File: src/rtl/muldiv_pkg.sv
// Shared types for the iterative multiply/divide unit: op encoding, FSM states,
// and the counter width for the default operand width.
package muldiv_pkg;

  localparam int DEF_WIDTH = 32;
  localparam int CNT_W     = $clog2(DEF_WIDTH);

  typedef enum logic [1:0] {
    MULTU = 2'b00,
    MULT  = 2'b01,
    DIVU  = 2'b10,
    DIV   = 2'b11
  } muldiv_op_t;

  typedef enum logic [1:0] {
    IDLE = 2'b00,
    CALC = 2'b01,
    FIX  = 2'b10
  } muldiv_state_t;

endpackage

File: src/rtl/muldiv_unit_if.sv
// Controller-side bus of the multiply/divide unit: start/busy/done handshake,
// mthi/mtlo writes and the architectural HI/LO outputs.
interface muldiv_unit_if
  import muldiv_pkg::*;
#(
  parameter int WIDTH = 32
);
  logic             start;
  muldiv_op_t       op;
  logic [WIDTH-1:0] a;
  logic [WIDTH-1:0] b;
  logic             wr_hi;
  logic             wr_lo;
  logic [WIDTH-1:0] wr_data;
  logic             busy;
  logic             done;
  logic             dz;
  logic [WIDTH-1:0] hi;
  logic [WIDTH-1:0] lo;

  modport master (
    output start, op, a, b, wr_hi, wr_lo, wr_data,
    input  busy, done, dz, hi, lo
  );

  modport slave (
    input  start, op, a, b, wr_hi, wr_lo, wr_data,
    output busy, done, dz, hi, lo
  );
endinterface

File: src/rtl/muldiv_unit_cond_neg.sv
// Conditional two's-complement negate; cin_i lets the upper half of a
// double-width negate take the borrow out of the lower half.
module cond_neg #(
  parameter int WIDTH = 32
) (
  input  logic             en_i,
  input  logic             cin_i,
  input  logic [WIDTH-1:0] x_i,
  output logic [WIDTH-1:0] y_o
);
  assign y_o = en_i ? (~x_i + {{(WIDTH-1){1'b0}}, cin_i}) : x_i;
endmodule

File: src/rtl/muldiv_unit.sv
// Iterative radix-2 multiply/divide with HI/LO registers, fixed WIDTH+1 edge latency.
// Signed MULT/DIV only when MULDIV_SIGNED_EN is defined; otherwise all ops are unsigned.
module muldiv_unit
  import muldiv_pkg::*;
#(
  parameter int WIDTH = 32
) (
  input  logic          clk,
  input  logic          reset_n,
  muldiv_unit_if.slave  bus
);
  localparam int CW = $clog2(WIDTH);

  muldiv_state_t      state_q, state_d;
  logic [CW-1:0]      cnt_q, cnt_d;
  logic [2*WIDTH-1:0] acc_q, acc_d;
  logic [WIDTH-1:0]   b_q, b_d, hi_q, hi_d, lo_q, lo_d;
  logic               div_q, div_d, neg_q, neg_d, sa_q, sa_d;
  logic               done_q, done_d, dz_q, dz_d;

  logic               sgn;
  logic [WIDTH-1:0]   a_mag, b_mag, lo_fix, hi_fix;
  logic [WIDTH:0]     mul_sum, div_tmp;
  logic               div_ge;

`ifdef MULDIV_SIGNED_EN
  assign sgn = bus.op[0];

  cond_neg #(.WIDTH(WIDTH)) u_abs_a (
    .en_i(sgn & bus.a[WIDTH-1]), .cin_i(1'b1), .x_i(bus.a), .y_o(a_mag));
  cond_neg #(.WIDTH(WIDTH)) u_abs_b (
    .en_i(sgn & bus.b[WIDTH-1]), .cin_i(1'b1), .x_i(bus.b), .y_o(b_mag));
  cond_neg #(.WIDTH(WIDTH)) u_fix_lo (
    .en_i(neg_q), .cin_i(1'b1), .x_i(acc_q[WIDTH-1:0]), .y_o(lo_fix));
  // Product high half borrows from the low half only when the low half is zero.
  cond_neg #(.WIDTH(WIDTH)) u_fix_hi (
    .en_i (div_q ? sa_q : neg_q),
    .cin_i(div_q | (acc_q[WIDTH-1:0] == '0)),
    .x_i  (acc_q[2*WIDTH-1:WIDTH]),
    .y_o  (hi_fix));
`else
  assign sgn    = 1'b0;
  assign a_mag  = bus.a;
  assign b_mag  = bus.b;
  assign lo_fix = acc_q[WIDTH-1:0];
  assign hi_fix = acc_q[2*WIDTH-1:WIDTH];
  logic unused_sign;
  assign unused_sign = ^{bus.op[0], sa_q, neg_q};
`endif

  // acc = {partial product, multiplier} for multiply, {remainder, quotient} for divide.
  assign mul_sum = {1'b0, acc_q[2*WIDTH-1:WIDTH]} + {1'b0, (acc_q[0] ? b_q : '0)};
  assign div_tmp = {acc_q[2*WIDTH-1:WIDTH], acc_q[WIDTH-1]};
  assign div_ge  = (div_tmp >= {1'b0, b_q});

  always_comb begin
    state_d = state_q;
    cnt_d   = cnt_q;
    acc_d   = acc_q;
    b_d     = b_q;
    hi_d    = hi_q;
    lo_d    = lo_q;
    div_d   = div_q;
    neg_d   = neg_q;
    sa_d    = sa_q;
    done_d  = 1'b0;
    dz_d    = 1'b0;
    case (state_q)
      IDLE: begin
        if (bus.wr_hi) hi_d = bus.wr_data;
        if (bus.wr_lo) lo_d = bus.wr_data;
        if (bus.start) begin
          state_d = CALC;
          cnt_d   = CW'(WIDTH - 1);
          acc_d   = {{WIDTH{1'b0}}, a_mag};
          b_d     = b_mag;
          div_d   = bus.op[1];
          neg_d   = sgn & (bus.a[WIDTH-1] ^ bus.b[WIDTH-1]);
          sa_d    = sgn & bus.a[WIDTH-1];
        end
      end
      CALC: begin
        if (div_q) begin
          acc_d = div_ge ? {div_tmp[WIDTH-1:0] - b_q, acc_q[WIDTH-2:0], 1'b1}
                         : {div_tmp[WIDTH-1:0],       acc_q[WIDTH-2:0], 1'b0};
        end else begin
          acc_d = {mul_sum, acc_q[WIDTH-1:1]};
        end
        cnt_d = cnt_q - 1'b1;
        if (cnt_q == '0) state_d = FIX;
      end
      FIX: begin
        state_d = IDLE;
        hi_d    = hi_fix;
        lo_d    = lo_fix;
        done_d  = 1'b1;
        dz_d    = div_q & (b_q == '0);
      end
      default: state_d = IDLE;
    endcase
  end

  always_ff @(posedge clk or negedge reset_n) begin
    if (!reset_n) begin
      state_q <= IDLE;
      cnt_q   <= '0;
      acc_q   <= '0;
      b_q     <= '0;
      hi_q    <= '0;
      lo_q    <= '0;
      div_q   <= 1'b0;
      neg_q   <= 1'b0;
      sa_q    <= 1'b0;
      done_q  <= 1'b0;
      dz_q    <= 1'b0;
    end else begin
      state_q <= state_d;
      cnt_q   <= cnt_d;
      acc_q   <= acc_d;
      b_q     <= b_d;
      hi_q    <= hi_d;
      lo_q    <= lo_d;
      div_q   <= div_d;
      neg_q   <= neg_d;
      sa_q    <= sa_d;
      done_q  <= done_d;
      dz_q    <= dz_d;
    end
  end

  assign bus.busy = (state_q != IDLE);
  assign bus.done = done_q;
  assign bus.dz   = dz_q;
  assign bus.hi   = hi_q;
  assign bus.lo   = lo_q;
endmodule

File: src/flat_wrapper.sv
// flat-port wrapper written by rule: the top's interface ports become plain ports
module muldiv_unit_flat import muldiv_pkg::*;
#(
  parameter int WIDTH = 32
)
  (clk, reset_n, bus_start, bus_op, bus_a, bus_b, bus_wr_hi, bus_wr_lo, bus_wr_data, bus_busy, bus_done, bus_dz, bus_hi, bus_lo);
  muldiv_unit_if #(.WIDTH(WIDTH)) bus_i ();
  input  logic clk;
  input  logic reset_n;
  input wire logic [$bits(bus_i.start)-1:0] bus_start;
  input wire logic [$bits(bus_i.op)-1:0] bus_op;
  input wire logic [$bits(bus_i.a)-1:0] bus_a;
  input wire logic [$bits(bus_i.b)-1:0] bus_b;
  input wire logic [$bits(bus_i.wr_hi)-1:0] bus_wr_hi;
  input wire logic [$bits(bus_i.wr_lo)-1:0] bus_wr_lo;
  input wire logic [$bits(bus_i.wr_data)-1:0] bus_wr_data;
  output wire logic [$bits(bus_i.busy)-1:0] bus_busy;
  output wire logic [$bits(bus_i.done)-1:0] bus_done;
  output wire logic [$bits(bus_i.dz)-1:0] bus_dz;
  output wire logic [$bits(bus_i.hi)-1:0] bus_hi;
  output wire logic [$bits(bus_i.lo)-1:0] bus_lo;
  assign bus_i.start = bus_start;
  assign bus_i.op = bus_op;
  assign bus_i.a = bus_a;
  assign bus_i.b = bus_b;
  assign bus_i.wr_hi = bus_wr_hi;
  assign bus_i.wr_lo = bus_wr_lo;
  assign bus_i.wr_data = bus_wr_data;
  assign bus_busy = bus_i.busy;
  assign bus_done = bus_i.done;
  assign bus_dz = bus_i.dz;
  assign bus_hi = bus_i.hi;
  assign bus_lo = bus_i.lo;
  muldiv_unit #(.WIDTH(WIDTH)) u_core (.clk(clk), .reset_n(reset_n), .bus(bus_i));
endmodule
File: config.mk
export PLATFORM = sky130hd
export DESIGN_NAME = muldiv_unit_flat
export DESIGN_NICKNAME = d
export VERILOG_FILES = /design/src/rtl/muldiv_pkg.sv /design/src/rtl/muldiv_unit_if.sv /design/src/rtl/muldiv_unit_cond_neg.sv /design/src/rtl/muldiv_unit.sv /design/src/flat_wrapper.sv
export SDC_FILE = /design/constraint.sdc
export NUM_CORES = 1
export LEC_CHECK = 0
export BUFFER_PORTS_ARGS = -buffer_cell sky130_fd_sc_hd__buf_2
export CAP_MARGIN = 5
export CORE_MARGIN = 10
export CORE_UTILIZATION = 53
export CTS_CLUSTER_SIZE = 8
export DETAILED_ROUTE_END_ITERATION = 10
export HOLD_SLACK_MARGIN = 0.02
export PLACE_DENSITY = 0.78
export SLEW_MARGIN = 20
export SYNTH_ARGS = -nofsm -noshare
export SYNTH_HDL_FRONTEND = slang
export SYNTH_HIERARCHICAL = 1
export SYNTH_SLANG_ARGS = --single-unit
File: constraint.sdc
create_clock -name clk -period 3.1 [get_ports clk]
set_input_delay 0 -clock clk [delete_from_list [all_inputs] [get_ports clk]]
set_output_delay 0 -clock clk [all_outputs]
set_load 0.01 [all_outputs]
After elaboration in Yosys (flattened, before gate mapping):

Cells that the tools add are included.

* add/sub/neg operators: 3
* $mul: 0
* divide/modulo/power cells: 0
* magnitude comparators: 1
* equal/unequal tests: 6
* shift-type cells: 0
* mux-type cells: 16
* bitwise gates (word level): 1
* reductions and logical operators: 11

Operator list (count)
* 64-bit 2-to-1 mux: 3
* 32-bit case mux with 2 select lines: 2
* 64-bit case mux with 2 select lines: 1
* 32-bit 2-to-1 mux: 3
* 32-bit by 32-bit adder with 33-bit output: 1
* 33-bit by 32-bit >= comparator with 1-bit output: 1
* 32-bit zero test: 1
* 32-bit subtractor: 1
* 5-bit case mux with 2 select lines: 1
* 2-bit AND reduction: 5
* 2-bit inequality test (second input constant): 3
* 2-bit nonzero test: 3
* 5-bit zero test: 1
* 5-bit 2-to-1 mux: 1
* 5-bit by 1-bit subtractor with 5-bit output (second input constant): 1
* 2-bit 2-to-1 mux: 2
* 2-bit case mux with 2 select lines: 1
* 2-bit by 1-bit == test with 1-bit output (second input constant): 1
* 2-bit == test (second input constant): 1
* 2-bit zero test: 1
* 1-bit 2-to-1 mux: 2
* 2-bit by 1-bit inequality test with 1-bit output (second input constant): 1
* 1-bit bitwise AND: 1

* bits in registers: 170
* bits in latches: 0
* bits in writable memories: 0
* bits in read-only memories: 0
* bits of input ports: 103
* output and inout port bits: 67
* logic and storage cells: 47
* memories kept: 0

Longest topological paths before layout:

* word-level depth: 4
* depth in mapped cells: 15
* depth with buffers taken out: 14

Least setup slack after synthesis:

OpenSTA, ideal clock, no wires.

* path kind: flip-flop to flip-flop
* from: register u_core.acc_q[0]
* to: register u_core.acc_q[51]
* library setup time: 76 ps
* arrival time: 3089 ps
* data required time: 3024 ps
* path slack: -65 ps
* cell stages (with the launch flop): 16
* path buffers: 1
* period minus slack after synthesis: 3165 ps
* cells stage by stage: dfrtp_1 > clkbuf_1 > and2_1 > ha_1 > inv_1 > fa_1 > nand2b_1 > a21oi_1 > o31ai_1 > a2111oi_0 > o31a_1 > o21ai_0 > a21oi_1 > xor2_1 > o21ai_0 > o21ai_1

* cells in the longest elaborated chain, start to end: 4

RTL lines
* start, declared: line muldiv_unit.sv:16 `logic [2*WIDTH-1:0] acc_q, acc_d;`
* start signal, assigned: line muldiv_unit.sv:107 `acc_q <= '0;`
* start signal, assigned: line muldiv_unit.sv:119 `acc_q <= acc_d;`
* 32-bit 2-to-1 mux: line muldiv_unit.sv:52 `assign mul_sum = {1'b0, acc_q[2*WIDTH-1:WIDTH]} + {1'b0, (acc_q[0] ? b_q : '0)};`
* 32-bit by 32-bit adder with 33-bit output: line muldiv_unit.sv:52
* 64-bit 2-to-1 mux: line muldiv_unit.sv:83 `if (div_q) begin`
* 64-bit case mux with 2 select lines: line muldiv_unit.sv:68 `case (state_q)`

No other way between the ends.
A chain may end at the register's enable or synchronous reset.

Final worst setup path:

* from: register u_core.acc_q[33]
* to: register u_core.acc_q[59]

* cells in the longest elaborated chain, start to end: 4

RTL lines
* 32-bit subtractor / 33-bit by 32-bit >= comparator with 1-bit output (equally long branches): line muldiv_unit.sv:84, muldiv_unit.sv:54
* 64-bit 2-to-1 mux: line muldiv_unit.sv:84 `acc_d = div_ge ? {div_tmp[WIDTH-1:0] - b_q, acc_q[WIDTH-2:0], 1'b1}`
* 64-bit 2-to-1 mux *: line muldiv_unit.sv:83
* 64-bit case mux with 2 select lines *: line muldiv_unit.sv:68

Mark *: on every way between the ends. The rest lies on a longest branch, timed or not.

==> summary.txt <==
Row cnt - 53
DR iter-0 viols - 1113
RSZ-0062 raised after global routing - yes
Mux cell area share after synthesis - 1.605%
CTS H-tree depth - 4
Synth Area in Adders - 7.506%
Max_slew headroom - 37.72%
Layout cells sized above 1 - 26.60%
Fin crit share - 99.54%
Cells after Synth - 1407
Pwr per Cell Area - 1462 mW/mm2
DP HPWL - 29120 um
Post-synth cell types - 68
Final setup viols - 0
Sequential-to-total area share from yosys stat - 36.88%
Ys async rst share - 100.0%
Die H - 167.5 um
Average size of a mapped cell - 8.198 um2
Final Net Count - 1929
Routed len/inst - 20.32 um
Final core occ - 74.25%
Post-Synth Simple-Gate Area - 19.69%
First-pass GRT wire length - 65010 um
Arrival time worst endpoint - 3.42 ns
EDFF count, synth - 0
DRC viols - 0
Worst hold slack - 0.03295 ns
# fillers - 1592
CTS tree - built
Multi-input gate area - 0.007332 mm2
Setup crit end kind - flip-flop
DR vias/cell - 5.968
Total GRT Usage - 28.16%
FF/Latch Area - 0.004260 mm2
Ys Warns - 6
Area of the die - 0.02806 mm2
Clk_lat worst skew - 0.44 ns
Max_cap viols - 0
Initial antenna violation count - 1
Post-Route WL - 41590 um
ANT nets after route - 0
Worst-margin pin slew - 0.9319 ns
Hold Crit Depth - 4
Critical setup path kind - flip-flop to flip-flop
Die width - 167.5 um
Post-synthesis cell area - 0.01153 mm2
Status - finished clean
Port bufs - 168
Crit path max fanout - 8
CP startpoint kind - flip-flop
Clock root cell - clkbuf_16
Critical Path RT - 3.44 ns
Number of global-route vias before repair - 11970
Placed insts - 1906
Iteration count of the initial detailed-routing pass - 6
XOR/XNOR Fraction of Synth Area - 3.872%
Num ports - 170
Final Power - 0.02304 W
Hold Violations, Final - 0
Minimum clock period - 3.086 ns
Core area - 0.02122 mm2
GRT overflow - 0
Largest net degree at the start of global routing - 81
Area Growth Syn to Fin - 36.60%
Clk slew on worst S/H paths - 0.08 ns
Max Clk Rate - 0.3241 GHz
Worst R2R Path Depth - 10
#FFs+latches synth - 170
Via count - 12220
Synth Net Count - 1578
Min-Delay Path Class - primary input to flip-flop
Largest family of logic cells by synthesized area - compound AO/OA/AOI/OAI gates
Ys flop type - dfrtp_1
Gpl congestion - 0.9796
Leak - 7.359 nW
TritonCTS buffer count - 17
Initial Utilization - 54.36%
Pins Over Slew Limit - 0
# clock sinks - 170
Synth Area in Compound Gates - 25.69%
Max Buffers Root-to-Sink - 2
Peak supply drop - 0.0007139 V
Clock skew - 0.02103 ns
Non-filler cells, final - 2047
==> layer usage <==
metal  GRT usage, %  vias up  wire length [um]
li1               -     5703                 -
met1          38.70     5822             17760
met2          45.43      611             19300
met3          4.401       81              3669
met4          6.964        0               863
met5              0        -                 0
==> cell type report <==
type | instances | share of cell area, %
repair buffers | 419 | 19.20
well taps | 275 | 2.184
inverters | 50 | 1.191
clock buffers | 18 | 2.787
multi-input cells | 1100 | 46.53
clock inverters | 14 | 1.048
diodes | 1 | 0.01588
flip-flops and latches | 170 | 27.04
==> layout by cell type, fill, tap and decap left out, types with 5 or more instances in the layout <==
cell type,instances
and2_1,30
nand3_2,5
buf_2,167
xnor2_1,25
nor3_1,17
and2_4,6
dfrtp_2,5
o31a_1,5
inv_1,48
o21ai_0,122
buf_4,158
ha_4,19
dfrtp_1,165
a21o_1,35
nor2_1,54
a22oi_1,12
nor4_1,10
inv_6,6
a211oi_1,39
nand3_1,18
o21a_1,6
a31oi_1,39
a21oi_1,134
a21oi_2,8
clkbuf_16,17
ha_1,44
o211ai_1,5
o21ai_2,5
o21ai_1,21
xor2_1,26
nand2b_1,9
o21bai_1,6
mux2i_1,14
nand2_1,211
nand4_1,11
dlygate4sd3_1,85
nor2b_1,66
==> cell usage after synthesis, drive strengths merged, types with 14 or more instances <==
cell    instances  area [um2]
a211oi         43       327.8
a21o           35       262.8
a21oi         145       725.7
a31oi          41       262.8
and2           36       225.2
buf            18       102.6
clkbuf         69       259.0
dfrtp         170        4254
ha             66       825.8
inv            50       187.7
mux2i          14       140.1
nand2         214       803.3
nand3          24       125.1
nor2           57       214.0
nor2b          67       419.2
nor3           18       90.09
o21ai         149       757.0
xnor2          25       219.0
xor2           26       227.7
==> power breakdown <==
part	internal [W]	switching (W)
combinational	0.00748	0.00892
clock	0.00118	0.00107
sequential	0.00338	0.00101
==> state kept, by name, summed over array words and instances, names as in the netlist <==
signal,count
u_core/bus.done,1
u_core/bus.hi,32
u_core/bus.dz,1
u_core/state_q,2
u_core/b_q,32
u_core/cnt_q,5
u_core/bus.lo,32
u_core/div_q,1
u_core/acc_q,64
==> stage by stage <==
| step | area, um2 | setup WS (ns) | TNS, ns |
|---|---|---|---|
| CTS | 15390 | -0.009493 | -0.009493 |
| finish | 15760 | 0.01413 | 0 |
| global route | 15760 | -0.1311 | -0.6640 |
| detailed placement | 13530 | -0.2339 | -2.093 |
| global placement | 13530 | -0.1507 | -0.9343 |
| floorplan | 11540 | 0.005646 | 0 |
==> kinds of logic after synthesis <==
kind of cell	Yosys count
flops	170
buf+inv	137
fa+ha+maj	68
xor+xnor	51
mux	18
simple gates	474
compound gates	489
==> final timing paths <==
kind / from / slack [ns] / to
worst max-delay path: u_core/acc_q[33]$_DFFE_PN0P_ / 0.01 / u_core/acc_q[59]$_DFFE_PN0P_
worst min-delay path: bus_wr_data[13] / 0.03 / u_core/bus.hi[13]$_DFFE_PN0P_
min in group asynchronous: reset_n / 0.15 / u_core/bus.lo[10]$_DFFE_PN0P_
worst min register to register: u_core/bus.lo[8]$_DFFE_PN0P_ / 0.48 / u_core/bus.lo[8]$_DFFE_PN0P_
worst max register to register: u_core/acc_q[33]$_DFFE_PN0P_ / 0.01 / u_core/acc_q[59]$_DFFE_PN0P_
max in group asynchronous: reset_n / 1.88 / u_core/acc_q[42]$_DFFE_PN0P_
==> repair_timing <==
item / CTS / global route
gates cloned: 1 / 0
hold buffers: 85 / 0
resized for setup: 56 / 60
pin swaps: 21 / 31
endpoints found under the hold margin: 170 / 0
setup endpoints to repair: 24 / 24
buffers inserted: 9 / 13
==> worst max-delay path: stages, from the launching register on <==
cell and delay, ns:
dfrtp_1 0.41, ha_1 0.38, nand3_2 0.18, or4_4 0.53, nor4_4 0.20, or4_4 0.20, o21ai_4 0.07, buf_4 0.19
nand2b_1 0.17, or4_1 0.54, o21a_1 0.11
No activity file was read; power rests on OpenSTA's default activity.
